`config.mk`:
```
export PLATFORM = sky130hd
export DESIGN_NAME = det3_seq
export DESIGN_NICKNAME = d
export VERILOG_FILES = /design/src/rtl/det_pkg.sv /design/src/rtl/det_mac.sv /design/src/rtl/det3_seq.sv
export SDC_FILE = /design/constraint.sdc
export NUM_CORES = 1
export LEC_CHECK = 0
export BUFFER_PORTS_ARGS = -buffer_cell sky130_fd_sc_hd__buf_4
export CORE_MARGIN = 10
export CORE_UTILIZATION = 49
export CTS_CLUSTER_DIAMETER = 50
export DETAILED_ROUTE_END_ITERATION = 8
export PLACE_DENSITY = 0.67
export SLEW_MARGIN = 20
export SYNTH_ARGS = -nofsm -noshare
export SYNTH_HDL_FRONTEND = slang
export SYNTH_HIERARCHICAL = 1
export SYNTH_SLANG_ARGS = --single-unit
```
`constraint.sdc`:
```
create_clock -name clk -period 8 [get_ports clk]
set_input_delay 0 -clock clk [delete_from_list [all_inputs] [get_ports clk]]
set_output_delay 0 -clock clk [all_outputs]
set_load 0.02 [all_outputs]
```
`src/rtl/det_pkg.sv`:
```
// Shared types, step limits and the packed-matrix element slicer for the determinant engine.
package det_pkg;

    typedef enum logic [1:0] {IDLE, CALC, DONE} state_t;
    typedef enum logic [1:0] {MAC_LOAD, MAC_SUB, MAC_ADD} mac_op_t;

    localparam int LAST_STEP_3X3 = 8;
    localparam int LAST_STEP_2X2 = 1;
    localparam int MAX_W         = 32;

    // Returns element a(r,c) of a row-major packed matrix, sign-extended to MAX_W bits.
    function automatic logic signed [MAX_W-1:0] elem(input logic [9*MAX_W-1:0] m,
                                                     input int r, input int c, input int w);
        logic [9*MAX_W-1:0]      sh;
        logic signed [MAX_W-1:0] v;
        sh = m >> ((8 - (3*r + c)) * w);
        v  = sh[MAX_W-1:0];
        v  = v <<< (MAX_W - w);
        v  = v >>> (MAX_W - w);
        return v;
    endfunction

endpackage

```
`src/rtl/det_mac.sv`:
```
// Signed W x (2W+1) multiply with load/sub/add into an ACC_W accumulator; one product per enabled cycle.
// acc_nxt exposes the value the accumulator takes on the coming edge so callers can capture it.
module det_mac
    import det_pkg::*;
#(
    parameter int W     = 4,
    parameter int ACC_W = 3*W+1
) (
    input  logic                    clk,
    input  logic                    rst_n,
    input  logic                    en,
    input  logic [1:0]              op,
    input  logic signed [W-1:0]     a,
    input  logic signed [2*W:0]     b,
    output logic signed [ACC_W-1:0] acc,
    output logic signed [ACC_W-1:0] acc_nxt
);

    logic signed [ACC_W-1:0] prod;

    assign prod = ACC_W'(a) * ACC_W'(b);

    always_comb begin
        acc_nxt = acc;
        if (en) begin
            case (op)
                MAC_LOAD: acc_nxt = prod;
                MAC_SUB:  acc_nxt = acc - prod;
                MAC_ADD:  acc_nxt = acc + prod;
                default:  acc_nxt = acc;
            endcase
        end
    end

    always_ff @(posedge clk or negedge rst_n) begin
        if (!rst_n) acc <= '0;
        else        acc <= acc_nxt;
    end

endmodule

```
`src/rtl/det3_seq.sv`:
```
// Sequential 3x3 / 2x2 signed determinant, one shared multiplier; result 9 (3x3) or 2 (2x2) edges after accept,
// held in DONE until out_ready. DET_SAT_EN selects clamping (ovf=1) instead of wrapping on narrow OUT_W.
module det3_seq
    import det_pkg::*;
#(
    parameter int W     = 4,
    parameter int OUT_W = 16
) (
    input  logic               clk,
    input  logic               rst_n,
    input  logic               in_valid,
    output logic               in_ready,
    input  logic               mode_2x2,
    input  logic [9*W-1:0]     mat,
    output logic               out_valid,
    input  logic               out_ready,
    output logic [OUT_W-1:0]   det,
    output logic               ovf
);

    localparam int ACC_W = 3*W+1;
    localparam int B_W   = 2*W+1;

    state_t                  state_q, state_d;
    logic [3:0]              step_q, step_d;
    logic                    mode_q;
    logic [9*W-1:0]          mat_q;
    logic signed [B_W-1:0]   c0_q, c1_q, c2_q;
    logic signed [W-1:0]     a [3][3];
    logic [9*MAX_W-1:0]      mat_ext;
    logic signed [MAX_W-1:0] e;

    logic                    mac_en;
    logic [1:0]              mac_op;
    logic signed [W-1:0]     mul_a;
    logic signed [B_W-1:0]   mul_b;
    logic signed [ACC_W-1:0] acc, acc_nxt;
    logic                    last_step;
    logic [OUT_W-1:0]        det_nxt;
    logic                    ovf_nxt;

    assign in_ready  = (state_q == IDLE);
    assign out_valid = (state_q == DONE);

    always_comb begin
        mat_ext = '0;
        mat_ext[9*W-1:0] = mat_q;
        e = '0;
        for (int r = 0; r < 3; r++) begin
            for (int c = 0; c < 3; c++) begin
                e = elem(mat_ext, r, c, W);
                a[r][c] = e[W-1:0];
            end
        end
    end

    det_mac #(.W(W), .ACC_W(ACC_W)) u_mac (
        .clk     (clk),
        .rst_n   (rst_n),
        .en      (mac_en),
        .op      (mac_op),
        .a       (mul_a),
        .b       (mul_b),
        .acc     (acc),
        .acc_nxt (acc_nxt)
    );

    always_comb begin
        state_d   = state_q;
        step_d    = step_q;
        mac_en    = 1'b0;
        mac_op    = MAC_LOAD;
        mul_a     = '0;
        mul_b     = '0;
        last_step = 1'b0;
        case (state_q)
            IDLE: begin
                if (in_valid) begin
                    state_d = CALC;
                    step_d  = '0;
                end
            end
            CALC: begin
                mac_en = 1'b1;
                if (mode_q) begin
                    last_step = (step_q == 4'(LAST_STEP_2X2));
                    if (step_q == 4'd0) begin
                        mul_a = a[0][0]; mul_b = B_W'(a[1][1]); mac_op = MAC_LOAD;
                    end else begin
                        mul_a = a[0][1]; mul_b = B_W'(a[1][0]); mac_op = MAC_SUB;
                    end
                end else begin
                    last_step = (step_q == 4'(LAST_STEP_3X3));
                    // Minors c0..c2 first, then the row-0 expansion reuses them as the wide operand.
                    case (step_q)
                        4'd0:    begin mul_a = a[1][1]; mul_b = B_W'(a[2][2]); mac_op = MAC_LOAD; end
                        4'd1:    begin mul_a = a[1][2]; mul_b = B_W'(a[2][1]); mac_op = MAC_SUB;  end
                        4'd2:    begin mul_a = a[1][0]; mul_b = B_W'(a[2][2]); mac_op = MAC_LOAD; end
                        4'd3:    begin mul_a = a[1][2]; mul_b = B_W'(a[2][0]); mac_op = MAC_SUB;  end
                        4'd4:    begin mul_a = a[1][0]; mul_b = B_W'(a[2][1]); mac_op = MAC_LOAD; end
                        4'd5:    begin mul_a = a[1][1]; mul_b = B_W'(a[2][0]); mac_op = MAC_SUB;  end
                        4'd6:    begin mul_a = a[0][0]; mul_b = c0_q;          mac_op = MAC_LOAD; end
                        4'd7:    begin mul_a = a[0][1]; mul_b = c1_q;          mac_op = MAC_SUB;  end
                        default: begin mul_a = a[0][2]; mul_b = c2_q;          mac_op = MAC_ADD;  end
                    endcase
                end
                if (last_step) state_d = DONE;
                else           step_d  = step_q + 4'd1;
            end
            DONE: begin
                if (out_ready) state_d = IDLE;
            end
            default: state_d = IDLE;
        endcase
    end

    always_ff @(posedge clk or negedge rst_n) begin
        if (!rst_n) begin
            state_q <= IDLE;
            step_q  <= '0;
        end else begin
            state_q <= state_d;
            step_q  <= step_d;
        end
    end

    always_ff @(posedge clk or negedge rst_n) begin
        if (!rst_n) begin
            mode_q <= 1'b0;
            mat_q  <= '0;
            c0_q   <= '0;
            c1_q   <= '0;
            c2_q   <= '0;
            det    <= '0;
            ovf    <= 1'b0;
        end else begin
            if (state_q == IDLE && in_valid) begin
                mode_q <= mode_2x2;
                mat_q  <= mat;
            end
            if (state_q == CALC && !mode_q) begin
                case (step_q)
                    4'd1:    c0_q <= acc_nxt[B_W-1:0];
                    4'd3:    c1_q <= acc_nxt[B_W-1:0];
                    4'd5:    c2_q <= acc_nxt[B_W-1:0];
                    default: ;
                endcase
            end
            if (state_q == CALC && last_step) begin
                det <= det_nxt;
                ovf <= ovf_nxt;
            end
        end
    end

    generate
        if (OUT_W < ACC_W) begin : g_narrow
`ifdef DET_SAT_EN
            logic [ACC_W-OUT_W:0] hi;
            assign hi = acc_nxt[ACC_W-1:OUT_W-1];
            // Out of range exactly when the bits above the OUT_W sign bit are not a pure sign extension.
            always_comb begin
                ovf_nxt = !((&hi) || !(|hi));
                if (ovf_nxt)
                    det_nxt = acc_nxt[ACC_W-1] ? {1'b1, {(OUT_W-1){1'b0}}} : {1'b0, {(OUT_W-1){1'b1}}};
                else
                    det_nxt = acc_nxt[OUT_W-1:0];
            end
`else
            assign det_nxt = acc_nxt[OUT_W-1:0];
            assign ovf_nxt = 1'b0;
`endif
        end else begin : g_wide
            assign det_nxt = OUT_W'(acc_nxt);
            assign ovf_nxt = 1'b0;
        end
    endgenerate

endmodule

```
# Yosys cells after proc, flatten, opt, wreduce, memory -nomap -nowiden
# Index checks and enable logic that the tools add are counted.
# op_classes
addsub	3
n_reduce_logical	21
shift	0
bitwise	0
div_mod_pow	0
n_lt_le_gt_ge	0
eq_ne	16
muxes	25
n_mul	1
# ops
operator	count
$pmux W9 S5	1
$pmux W13 S3	1
$mux W9	3
$mux W4	5
$pmux W4 S5	1
$eq A4 B3 Y1 const B	4
$add A13 B13 Y13	1
$mul A4 B9 Y13	1
$mux W13	1
$sub A13 B13 Y13	1
$reduce_or A2 Y1	6
$mux W2	5
$eq A4 B2 Y1 const B	2
$pmux W4 S2	1
$reduce_or A4 Y1	2
$ne A2 B2 Y1 const B	3
$pmux W2 S3	1
$reduce_and A2 Y1	3
$reduce_and A3 Y1	2
$mux W1	5
$add A4 B1 Y4 const B	1
$eq A2 B1 Y1 const B	2
$eq A2 B2 Y1 const B	2
$eq A4 B1 Y1 const B	1
other kinds (8)	11
# totals
rom_bits	0
regBits	96
ramBits	0
output_inout_bits	19
mem_count	0
latch_bits	0
word_cells	75

# Depth between registers and ports, before layout
# Gate-level depths: netlist of run 1.
# logic_depth
ltp_word	9
mapped_depth	30
ltp_nobuf	29

# Cells and area by module
# Netlist of run 1, hierarchy kept.
# modules_own_cells
module	cells_each	area_each_um2	n_inst
det3_seq	298	4037.6	1
det_mac	303	2617.5	1

# Least setup slack after synthesis of run 1
# No wires, ideal clock.
# synth_path
kind	flip-flop to flip-flop
startpoint	register step_q[0]
endpoint	register det[12] (netlist name)
setup_time_ns	0.125
required_ns	7.875
synth_period_minus_slack_ns	6.893
arrival_ns	6.767
setup_slack_ns	1.107
path_stages_with_launch	29
n_path_buf	1
path_cell_list	dfrtp_1 -> inv_1 -> ha_1 -> nor3b_2 -> buf_6 -> mux2i_1 -> a21o_1 -> a31oi_1 -> nand2b_1 -> fa_1 -> fa_1 -> inv_1 -> fa_1 -> ha_1 -> fa_1 -> nor3_1 -> nand2_1 -> or3_1 -> nor3_1 -> nor2_1 -> xnor2_1 -> ha_1 -> nand3_1 -> a211oi_1 -> nor4_1 -> o21bai_1 -> xnor3_2 -> a311o_1 -> mux2_4
# synth_via
elab_chain_len	9
word_cells_on_any_way	41
# synth_rtl
item	line_no	source
start: declaration	det3_seq.sv:25	logic [3:0] step_q, step_d;
start signal: assignment	det3_seq.sv:123	step_q <= step_d;
$eq A4 B3 Y1, or another cell as far along	det3_seq.sv:95	case (step_q)
$reduce_or A2 Y1 (no line)	n/a	
$pmux W4 S5	det3_seq.sv:95	
$mux W4 (*)	det3_seq.sv:85	if (mode_q) begin
$mux W4 (*)	det3_seq.sv:76	case (state_q)
named net mul_a[3]	det3_seq.sv:35	logic signed [W-1:0] mul_a;
$mul A4 B9 Y13 (*)	det_mac.sv:21	assign prod = ACC_W'(a) * ACC_W'(b);
$add A13 B13 Y13 / $sub A13 B13 Y13 (equally long branches)	det_mac.sv:29, det_mac.sv:28	
$pmux W13 S3 (*)	det_mac.sv:26	case (op)
$mux W13 (*)	det_mac.sv:25	if (en) begin
named net acc_nxt[12]	det3_seq.sv:37	logic signed [ACC_W-1:0] acc, acc_nxt;
# The timed path passes the listed nets; every way through them passes the cells marked *. The select of a mux whose other input is x is not followed.
# A chain may end at the register's enable or synchronous reset.

# Worst setup path after layout of run 1
# layout_path
startpoint	register step_q[0]
endpoint	register det[12] (netlist name)
# layout_via
elab_chain_len	9
word_cells_on_any_way	41
# layout_rtl
item	line_no	source
$eq A4 B3 Y1, or another cell as far along	det3_seq.sv:95	
$reduce_or A2 Y1 (no line)	n/a	
$pmux W9 S5	det3_seq.sv:95	
$mux W9 (*)	det3_seq.sv:85	
$mux W9 (*)	det3_seq.sv:76	
named net mul_b[0]	det3_seq.sv:36	logic signed [B_W-1:0] mul_b;
$mul A4 B9 Y13 (*)	det_mac.sv:21	
$add A13 B13 Y13 / $sub A13 B13 Y13 (equally long branches)	det_mac.sv:29, det_mac.sv:28	
$pmux W13 S3 (*)	det_mac.sv:26	
$mux W13 (*)	det_mac.sv:25	
named net acc_nxt[12]	det3_seq.sv:37	
# Marked as above.

==> reports/qor.tcl, run 1 <==
set qor(synthFlopType) {sky130_fd_sc_hd__dfrtp_1}
set qor(cp_slowest_stage_delay_ps) 540
set qor(route.vias.total) 4917
set qor(first_global_vias) 5217
set qor(crit_path_start_kind) {flip-flop}
set qor(slew_viol_final) 0
set qor(first_pass_iters) 6
set qor(synth.yosys.seq_area_share_pct) 36.1
set qor(critical_path.reg2reg.startpoint) {step_q[0]}
set qor(setup.reg_to_reg.worst_slack_ps) 590
set qor(h-tree-depth) 3
set qor(ioPinCount) 60
set qor(rsz0062_at_grt) {no}
set qor(ys_types) 71
set qor(filler_cell_count) 1091
set qor(tritoncts) {built}
set qor(die_w_um) 137
set qor(post_synth_main_area_contributors) {sky130_fd_sc_hd__dfrtp_1 (36%), sky130_fd_sc_hd__mux2_2 (12%), sky130_fd_sc_hd__ha_1 (7.9%)}
set qor(placement.io_buffers) 58
set qor(worstRegToRegCells) 28
set qor(max_freq_mhz) 135
set qor(syn_to_final_growth_pct) 18.5
set qor(worst_r2r_endpoint) {det[12]}
set qor(wl_per_cell_um) 18.2
set qor(worst_ep_required_time_ps) 8240
set qor(global_route.usage.total_pct) 17.9
set qor(total_cts_buffers) 9
set qor(final.period_utilization_pct) 92.7
set qor(synthMostInstantiatedCell) {sky130_fd_sc_hd__dfrtp_1}
set qor(crit_type) {reg2reg}
set qor(path_max_fanout) 8
set qor(clk_lat_worst_skew_ps) 360
set qor(leading_area_contributor_after_synthesis) {sky130_fd_sc_hd__dfrtp_1}
set qor(antenna_found_initial) 0
set qor(totalWireLength_um) 15800
set qor(finalSetupTns_ps) 0
set qor(antenna_violating_nets_post_route) 0
set qor(post_cts.repair.setup_buffers) 0
set qor(outcome) {finished clean}
set qor(clock-sinks) 96
set qor(synthesis.area_per_instance_um2) 11.1
set qor(ctsLongestPathBuffers) 2
set qor(fin_nets) 792
set qor(critical_path_arrival_ps) 7650
set qor(drc_errors) 0
set qor(crit_slowest_cell) {sky130_fd_sc_hd__fa_1}
set qor(antenna_cells) 0
set qor(die_h_um) 137
set qor(initial_core_util_pct) 50.1
set qor(detailedPlacementHpwl_um) 11700
set qor(grt.overflow.total) 0
set qor(clockRootBuffer) {sky130_fd_sc_hd__clkbuf_16}
set qor(hold_class) {in2async}
set qor(commonest_cells_in_the_synthesized_netlist) {sky130_fd_sc_hd__dfrtp_1 (96), sky130_fd_sc_hd__mux2_2 (71), sky130_fd_sc_hd__ha_1 (42), sky130_fd_sc_hd__nand2_1 (32), sky130_fd_sc_hd__nor2_1 (32)}
set qor(via_per_inst) 5.65
set qor(grt_max_degree) 54
set qor(critPathMostFrequentCell) {sky130_fd_sc_hd__fa_1}
set qor(finalSetupViolations) 0
set qor(asyncSetResetFlopFracSynth_pct) 100
set qor(gp_congestion) 0.918
set qor(grt_first_pass_wirelength_um) 26800
set qor(finalHoldViolCount) 0
set qor(endpoint_kind) {flip-flop}
set qor(worst_pin_slew_ps) 1030
set qor(synthDominantCellAreaShare_pct) 36.1
set qor(yosys_warnings) 6
set qor(synth_fp_nets) 704
set qor(flops_latches_synth) 96
set qor(max_cap_violations) 0
set qor(dr.first_iter.drc_count) 305
set qor(core-area_mm2) 0.0133
set qor(period_needed_ps) 7410
set qor(rows) 42
set qor(synth_enable_flop_cells) 0
set qor(skew_ps) 6.63
set qor(relSlewSlack_pct) 31.6
set qor(synthesis.area_mm2) 0.00666
set qor(die-area_mm2) 0.0186
set qor(postSynthCellCount) 601
set qor(worst_setup_hold_path_clk_slew_ps) 60
set qor(drive_above_1_share_pct) 27.8
## layout by cell type (no fill, tap or decap), drive strengths merged, types with 3 or more instances in the layout
master	instances
dfrtp	96
mux2	80
buf	65
ha	42
dlygate4sd3	39
nor2	34
nand2	32
inv	29
a21oi	26
and2	24
fa	20
xnor2	19
o21ai	18
a21o	15
mux2i	13
clkbuf	13
a22oi	12
nor3	11
a222oi	9
xor2	9
a221oi	9
a31oi	7
a211oi	7
nor2b	6
o21a	6
nand2b	6
nand3	5
a22o	3
or3	3
and3b	3
or3b	3
## per-stage QoR
step	utilization, %	cells	setup slack (ps)	cell area, um2	hold slack [ps]
floorplan	-	601	1110	6660	-296
detailed placement	54.0	815	297	7170	26.8
CTS	59.0	870	259	7850	193
global route	59.3	870	117	7890	248
finish	59.3	870	587	7890	176
global placement	54.0	815	618	7170	19.7
## metal layers
metal	vias up	GRT usage, %	routed length, um	part of all wire (%)
met2	86	29.1	7570	48
met1	2464	23.0	7270	46
li1	2349	-	-	-
met4	0	5.86	269	1.7
met3	18	4.14	699	4.4
met5	-	0	0	0
## worst max-delay path: cells and delay by family (launching register included)
kind            cells  cell delay [ps]
flops               1              410
mux                 2              570
compound gates      5             1060
xor+xnor            3              770
buf+inv             3              390
simple gates        8             1300
fa+ha+maj           7             2790
## kinds of logic after synthesis
family / count (synthesis) / synth area share, %
compound gates: 127 / 13.9
xor+xnor: 29 / 4.15
fa+ha+maj: 62 / 13.9
buf+inv: 55 / 4.46
flops: 96 / 36.1
mux: 93 / 16.0
other cells: 1 / 0.0563
simple gates: 138 / 11.4
## worst max-delay path by stage
stage | endpoint | start | slack [ps] | cells after the start
5_1_grt | det[12] | step_q[0] | 120 | 27
2_1_floorplan | det[12] | step_q[0] | 1110 | 28
6_report | det[12] | step_q[0] | 590 | 28
4_1_cts | det[12] | step_q[0] | 260 | 27
3_5_place_dp | det[12] | step_q[0] | 300 | 27
3_3_place_gp | det[12] | step_q[0] | 620 | 27
## sequential cells by signal (all words and copies together) (netlist names)
register / count
c0_q: 9
c1_q: 9
mode_q: 1
det: 13
state_q: 2
step_q: 4
u_mac/acc: 13
a: 36
c2_q: 9
## layout make-up
| class | count | area [um2] | share of cell area [%] |
|---|---|---|---|
| well taps | 176 | 220 | 2.79 |
| repair buffers | 104 | 878 | 11.1 |
| inverters | 28 | 105 | 1.33 |
| clock buffers | 13 | 260 | 3.30 |
| clock inverters | 3 | 23.8 | 0.301 |
| multi-input cells | 450 | 4000 | 50.7 |
| flip-flops and latches | 96 | 2400 | 30.5 |
## timing repair
action                                  in CTS  in global routing
gates resized for setup                      0                 10
endpoints found under the hold margin       81                  0
endpoints found under the setup margin       0                  5
hold buffers                                39                  0
Power of run 1 is left out: the tool's default activity adds up to more than one toggle a clock period on the data nets, which glitch-free logic cannot reach.
==> run 2, diff against run 1 <==
CAP_MARGIN = 25   (was not set)
RECOVER_POWER = 50   (was not set)
==> reports/qor.tcl, run 2 (synthesized netlist as in run 1, its figures left out) <==
set qor(outcome) {finished, violations left}
set qor(violated_checks) {capacitance limit, slew limit}
set qor(syn_to_final_growth_pct) 17.6
set qor(initial_core_util_pct) 50.1 ;# unchanged
set qor(clockRootBuffer) {sky130_fd_sc_hd__clkbuf_16}
set qor(post_cts.repair.setup_buffers) 0 ;# unchanged
set qor(ctsLongestPathBuffers) 2 ;# unchanged
set qor(skew_ps) 6.53 ;# -0.103 ps
set qor(slew_viol_final) 99 ;# +99
set qor(antenna_found_initial) 0 ;# unchanged
set qor(crit_slowest_cell) {sky130_fd_sc_hd__fa_1}
set qor(final.period_utilization_pct) 92.7 ;# about the same
set qor(crit_path_start_kind) {flip-flop}
set qor(worst_path_dominant_cell_family) {adder cells}
set qor(h-tree-depth) 3 ;# unchanged
set qor(period_needed_ps) 7420 ;# +2.68 ps
set qor(grt_max_degree) 54 ;# unchanged
set qor(die_w_um) 137 ;# unchanged
set qor(antenna_violating_nets_post_route) 0 ;# unchanged
set qor(global_route.usage.total_pct) 17.9 ;# unchanged
set qor(clk_lat_worst_skew_ps) 360 ;# about the same
set qor(path_max_fanout) 8 ;# unchanged
set qor(worst_setup_hold_path_clk_slew_ps) 60 ;# about the same
set qor(drc_errors) 0 ;# unchanged
set qor(crit_type) {reg2reg}
set qor(met2WireLength_um) 7590 ;# +0.26%
set qor(clock-sinks) 96 ;# unchanged
set qor(hold_class) {in2reg}
set qor(top_routing_layer_used) {met4}
set qor(rows) 42 ;# unchanged
set qor(detailroute.wirelength.met3_um) 684 ;# -2.1%
set qor(critical_path_arrival_ps) 7660 ;# about the same
set qor(rsz0062_at_grt) {no}
set qor(finalSetupTns_ps) 0 ;# unchanged
set qor(tritoncts) {built}
set qor(ioPinCount) 60 ;# unchanged
set qor(grt.overflow.total) 0 ;# unchanged
set qor(wl_per_cell_um) 18.3 ;# +0.43%
set qor(placement.io_buffers) 58 ;# unchanged
set qor(grt_first_pass_wirelength_um) 26800 ;# unchanged
set qor(most_frequent_cells_in_the_layout) {sky130_fd_sc_hd__dfrtp_1 (96), sky130_fd_sc_hd__mux2_2 (71), sky130_fd_sc_hd__buf_4 (45)}
set qor(cp_slowest_stage_delay_ps) 540 ;# about the same
set qor(flip_flop_count_of_the_largest_register_after_layout) 36 ;# unchanged
set qor(gp_congestion) 0.918 ;# unchanged
set qor(drive_above_1_share_pct) 25.0 ;# -2.8 points
set qor(worst_ep_required_time_ps) 8240 ;# about the same
set qor(fin_nets) 793 ;# +0.13%
set qor(critPathMostFrequentCell) {sky130_fd_sc_hd__fa_1}
set qor(max_cap_violations) 2 ;# +2
set qor(first_pass_iters) 7 ;# +1
set qor(first_global_vias) 5217 ;# unchanged
set qor(core-area_mm2) 0.0133 ;# unchanged
set qor(endpoint_kind) {flip-flop}
set qor(worst_pin_slew_ps) 2890 ;# +1860 ps
set qor(die-area_mm2) 0.0186 ;# unchanged
set qor(relSlewSlack_pct) -92.6 ;# -120 points
set qor(max_freq_mhz) 135 ;# about the same
set qor(die_h_um) 137 ;# unchanged
set qor(via_per_inst) 5.67 ;# +0.31%
set qor(antenna_cells) 0 ;# unchanged
set qor(dr.first_iter.drc_count) 318 ;# +4.3%
set qor(count_of_buffering_cells_on_the_critical_path_with_inverters_included) 3 ;# unchanged
set qor(total_cts_buffers) 9 ;# unchanged
set qor(totalWireLength_um) 15900 ;# +0.54%
set qor(layout.cells.most_common) {sky130_fd_sc_hd__dfrtp_1}
set qor(postLayoutCoreUtil_pct) 58.9 ;# -0.45 points
set qor(detailedPlacementHpwl_um) 11700 ;# unchanged
set qor(route.layer.met1.wl_um) 7350 ;# +1.1%
set qor(route.vias.total) 4938 ;# +0.43%
set qor(finalSetupViolations) 0 ;# unchanged
set qor(finalHoldViolCount) 0 ;# unchanged
-- run 2: cell types whose count changed in the layout (fill, tap and decap cells not counted), sizes merged --
| cell | before | now |
|---|---|---|
| buf | 65 | 46 |
| clkbuf | 13 | 33 |
-- run 2: worst register-to-register path, delay by kind of cell, from the launching register on --
family	cells	cell delay [ps]
DFF	1	410
AOI/OAI and AO/OA	4	950
adders and majority gates	7	2930
and+or+nand+nor	9	1620
muxes	2	580
buffers and inverters	3	390
xor gates and xnor gates	2	440
-- run 2: timing repair --
action | CTS | global route
setup endpoints to repair | 0 | 4
hold endpoints to repair | 81 | 0
gates resized for setup | 0 | 10
hold buffers | 39 | 0
-- run 2: layout make-up --
cell class | count | area, um2
clock buffer | 13 | 260
clock inverter | 3 | 23.8
fill | 1110 | 5470
inverter | 28 | 105
multi-input combinational | 450 | 4000
sequential | 96 | 2400
tap | 176 | 220
timing repair buffer | 105 | 818
-- run 2: through the flow --
stage	hold WS, ps	std cells	area, um2	setup WS [ps]
detailed placement	26.8	815	7170	297
finish	416	871	7830	585
CTS	193	870	7850	259
global route	424	871	7830	117
floorplan	-296	601	6660	1110
global placement	19.7	815	7170	618
-- run 2: worst paths after layout --
kind | from | end | slack, ps | cells after the start
setup / recovery | step_q[0] | det[12] | 580 | 27
hold / removal | mat[18] | a[18] | 420 | 3
setup reg to reg | step_q[0] | det[12] | 580 | 27
hold reg to reg | c1_q[4] | c1_q[4] | 500 | 1
max in group asynchronous | rst_n | det[10] | 3450 | 3
min in group asynchronous | rst_n | a[20] | 900 | 2
-- run 2: layer usage --
layer  up-vias  GRT usage [%]
met5         -              0
met4         0           5.86
met3        18           4.14
met2        94           29.1
met1      2481           23.0
li1       2345              -
Power of run 2 is left out for the same reason.
==> run 3, diff against run 2 <==
PLACE_DENSITY = 0.69   (was 0.67)
clock period = 6.05 ns   (was 8 ns; I/O delays follow)
==> reports/qor.tcl, run 3 (synthesized netlist as in run 1, its figures left out) <==
set qor(first_pass_iters) 7 ;# unchanged
set qor(path_max_fanout) 5 ;# -3
set qor(hold_depth) 4 ;# +1
set qor(max_freq_mhz) 140 ;# +4.1%
set qor(violated_checks) {capacitance limit, slew limit, setup timing}
set qor(total_cts_buffers) 9 ;# unchanged
set qor(outcome) {finished, violations left}
set qor(finalSetupTns_ps) -14680 ;# -14,680 ps
set qor(h-tree-depth) 3 ;# unchanged
set qor(finalSetupViolations) 27 ;# +27
set qor(final.period_utilization_pct) 118 ;# +25 points
set qor(critical_path_arrival_ps) 7370 ;# -290 ps
set qor(drive_above_1_share_pct) 43.3 ;# +18 points
set qor(setup.reg_to_reg.worst_slack_ps) -1080 ;# -1660 ps
set qor(antenna_found_initial) 0 ;# unchanged
set qor(grt_max_degree) 52 ;# -3.7%
set qor(postLayoutCoreUtil_pct) 69.8 ;# +11 points
set qor(count_of_buffering_cells_on_the_critical_path_with_inverters_included) 2 ;# -1
set qor(slew_viol_final) 99 ;# unchanged
set qor(worst_hold_path.endpoint) {step_q[3]}
set qor(crit_slowest_cell) {sky130_fd_sc_hd__a222oi_1}
set qor(ctsLongestPathBuffers) 2 ;# unchanged
set qor(fin_nets) 927 ;# +17%
set qor(finalHoldViolCount) 0 ;# unchanged
set qor(holdCritStartpoint) {in_valid}
set qor(critPathMostFrequentCell) {sky130_fd_sc_hd__fa_1}
set qor(gp_congestion) 0.905 ;# -1.4%
set qor(grt_first_pass_wirelength_um) 30400 ;# +14%
set qor(clk_lat_worst_skew_ps) 360 ;# about the same
set qor(antenna_cells) 0 ;# unchanged
set qor(crit_type) {reg2reg}
set qor(wl_per_cell_um) 18.3 ;# +0.26%
set qor(skew_ps) 9.58 ;# +3.05 ps
set qor(antenna_violating_nets_post_route) 0 ;# unchanged
set qor(final.hold.worst_slack_ps) 345 ;# -71.0 ps
set qor(clock-sinks) 96 ;# unchanged
set qor(worst_path_dominant_cell_family) {adder cells}
set qor(core-area_mm2) 0.0133 ;# unchanged
set qor(flip_flop_count_of_the_largest_register_after_layout) 36 ;# unchanged
set qor(totalWireLength_um) 18400 ;# +16%
set qor(most_frequent_cells_in_the_layout) {sky130_fd_sc_hd__buf_4 (168), sky130_fd_sc_hd__dfrtp_1 (94), sky130_fd_sc_hd__mux2_2 (68)}
set qor(initial_core_util_pct) 50.1 ;# unchanged
set qor(post-route-worst-setup-slack_ps) -1080 ;# -1660 ps
set qor(hold_class) {in2reg}
set qor(drc_errors) 0 ;# unchanged
set qor(detailedPlacementHpwl_um) 13100 ;# +11%
set qor(place_ws_ps) -1010 ;# -1310 ps
set qor(crit_path_start_kind) {flip-flop}
set qor(tritoncts) {built}
set qor(critical_path.reg2reg.startpoint) {step_q[0]}
set qor(die_h_um) 137 ;# unchanged
set qor(ioPinCount) 60 ;# unchanged
set qor(first_global_vias) 6015 ;# +15%
set qor(die-area_mm2) 0.0186 ;# unchanged
set qor(via_per_inst) 5.56 ;# -1.9%
set qor(endpoint_kind) {flip-flop}
set qor(placement.io_buffers) 58 ;# unchanged
set qor(rows) 42 ;# unchanged
set qor(grt.overflow.total) 0 ;# unchanged
set qor(period_needed_ps) 7130 ;# -290 ps
set qor(cp_slowest_stage_delay_ps) 620 ;# +80 ps
set qor(max_cap_violations) 2 ;# unchanged
set qor(layout.cells.most_common) {sky130_fd_sc_hd__buf_4}
set qor(global_route.usage.total_pct) 20.2 ;# +2.3 points
set qor(syn_to_final_growth_pct) 39.5
set qor(worst_ep_required_time_ps) 6300 ;# -1940 ps
set qor(rsz0062_at_grt) {yes}
set qor(worst_setup_hold_path_clk_slew_ps) 80 ;# +20 ps
set qor(worst_r2r_endpoint) {det[12]}
set qor(route.vias.total) 5587 ;# +13%
set qor(die_w_um) 137 ;# unchanged
set qor(clockRootBuffer) {sky130_fd_sc_hd__clkbuf_16}
set qor(worst_pin_slew_ps) 2660 ;# -231 ps
set qor(worstRegToRegCells) 27 ;# unchanged
set qor(dr.first_iter.drc_count) 403 ;# +27%
set qor(relSlewSlack_pct) -77.2 ;# +15 points
==> run 3: final cells by class <==
cell class / count / area [um2]
clock buffers: 9 / 225
clock inverters: 7 / 83.8
fillers: 930 / 4010
inverters: 28 / 105
multi-input cells: 450 / 4370
flip-flops and latches: 96 / 2400
well taps: 176 / 220
repair buffers: 239 / 1870
==> run 3: worst register-to-register path, cell delays in order (launching register included) <==
cell	delay (ps)
sky130_fd_sc_hd__dfrtp_2	440
sky130_fd_sc_hd__buf_6	130
sky130_fd_sc_hd__ha_4	180
sky130_fd_sc_hd__mux2i_4	190
sky130_fd_sc_hd__nor2_4	70
sky130_fd_sc_hd__a222oi_1	620
sky130_fd_sc_hd__a221oi_2	130
sky130_fd_sc_hd__nand2_1	130
sky130_fd_sc_hd__fa_1	450
sky130_fd_sc_hd__fa_1	540
sky130_fd_sc_hd__inv_1	60
sky130_fd_sc_hd__fa_1	440
sky130_fd_sc_hd__ha_2	210
sky130_fd_sc_hd__fa_2	500
sky130_fd_sc_hd__nor3_4	210
sky130_fd_sc_hd__nand2_1	80
sky130_fd_sc_hd__or3_4	400
sky130_fd_sc_hd__nor3_4	160
sky130_fd_sc_hd__nor2_2	60
sky130_fd_sc_hd__xnor2_1	150
sky130_fd_sc_hd__ha_1	340
sky130_fd_sc_hd__nand3_2	120
sky130_fd_sc_hd__a211oi_4	240
sky130_fd_sc_hd__nor4_4	60
sky130_fd_sc_hd__o21bai_1	180
sky130_fd_sc_hd__xnor3_2	290
sky130_fd_sc_hd__a311o_1	380
sky130_fd_sc_hd__mux2_4	260
==> run 3: how the worst max path moves through the flow <==
stage | from | to | slack [ps] | depth (start not counted)
floorplan | step_q[1] | det[12] | -470 | 27
global placement | step_q[1] | det[12] | -830 | 28
detailed placement | step_q[0] | det[12] | -1010 | 28
CTS | step_q[0] | det[12] | -890 | 27
global route | step_q[0] | det[12] | -1340 | 27
finish | step_q[0] | det[12] | -1080 | 27
==> run 3: stage by stage <==
step                      instance area, um2  cells
final                                   9280   1005
after global routing                    9280   1005
after CTS                               9130    993
after detailed placement                8170    923
after global placement                  8160    922
after floorplan                         6830    601
==> run 3: metal layers <==
metal / track usage [%] / part of all wire (%) / up-vias
met5: 0 / 0 / -
met4: 5.44 / 1.2 / 0
met3: 2.90 / 2.9 / 18
met2: 34.8 / 51 / 102
met1: 25.9 / 45 / 2853
li1: - / - / 2614
==> run 3: timing repair <==
item,CTS,global route
endpoints found under the hold margin,83,0
pin swaps,15,28
setup buffers,15,15
endpoints found under the setup margin,27,31
hold buffers,39,0
gates resized for setup,33,30
Power of run 3 is left out for the same reason.
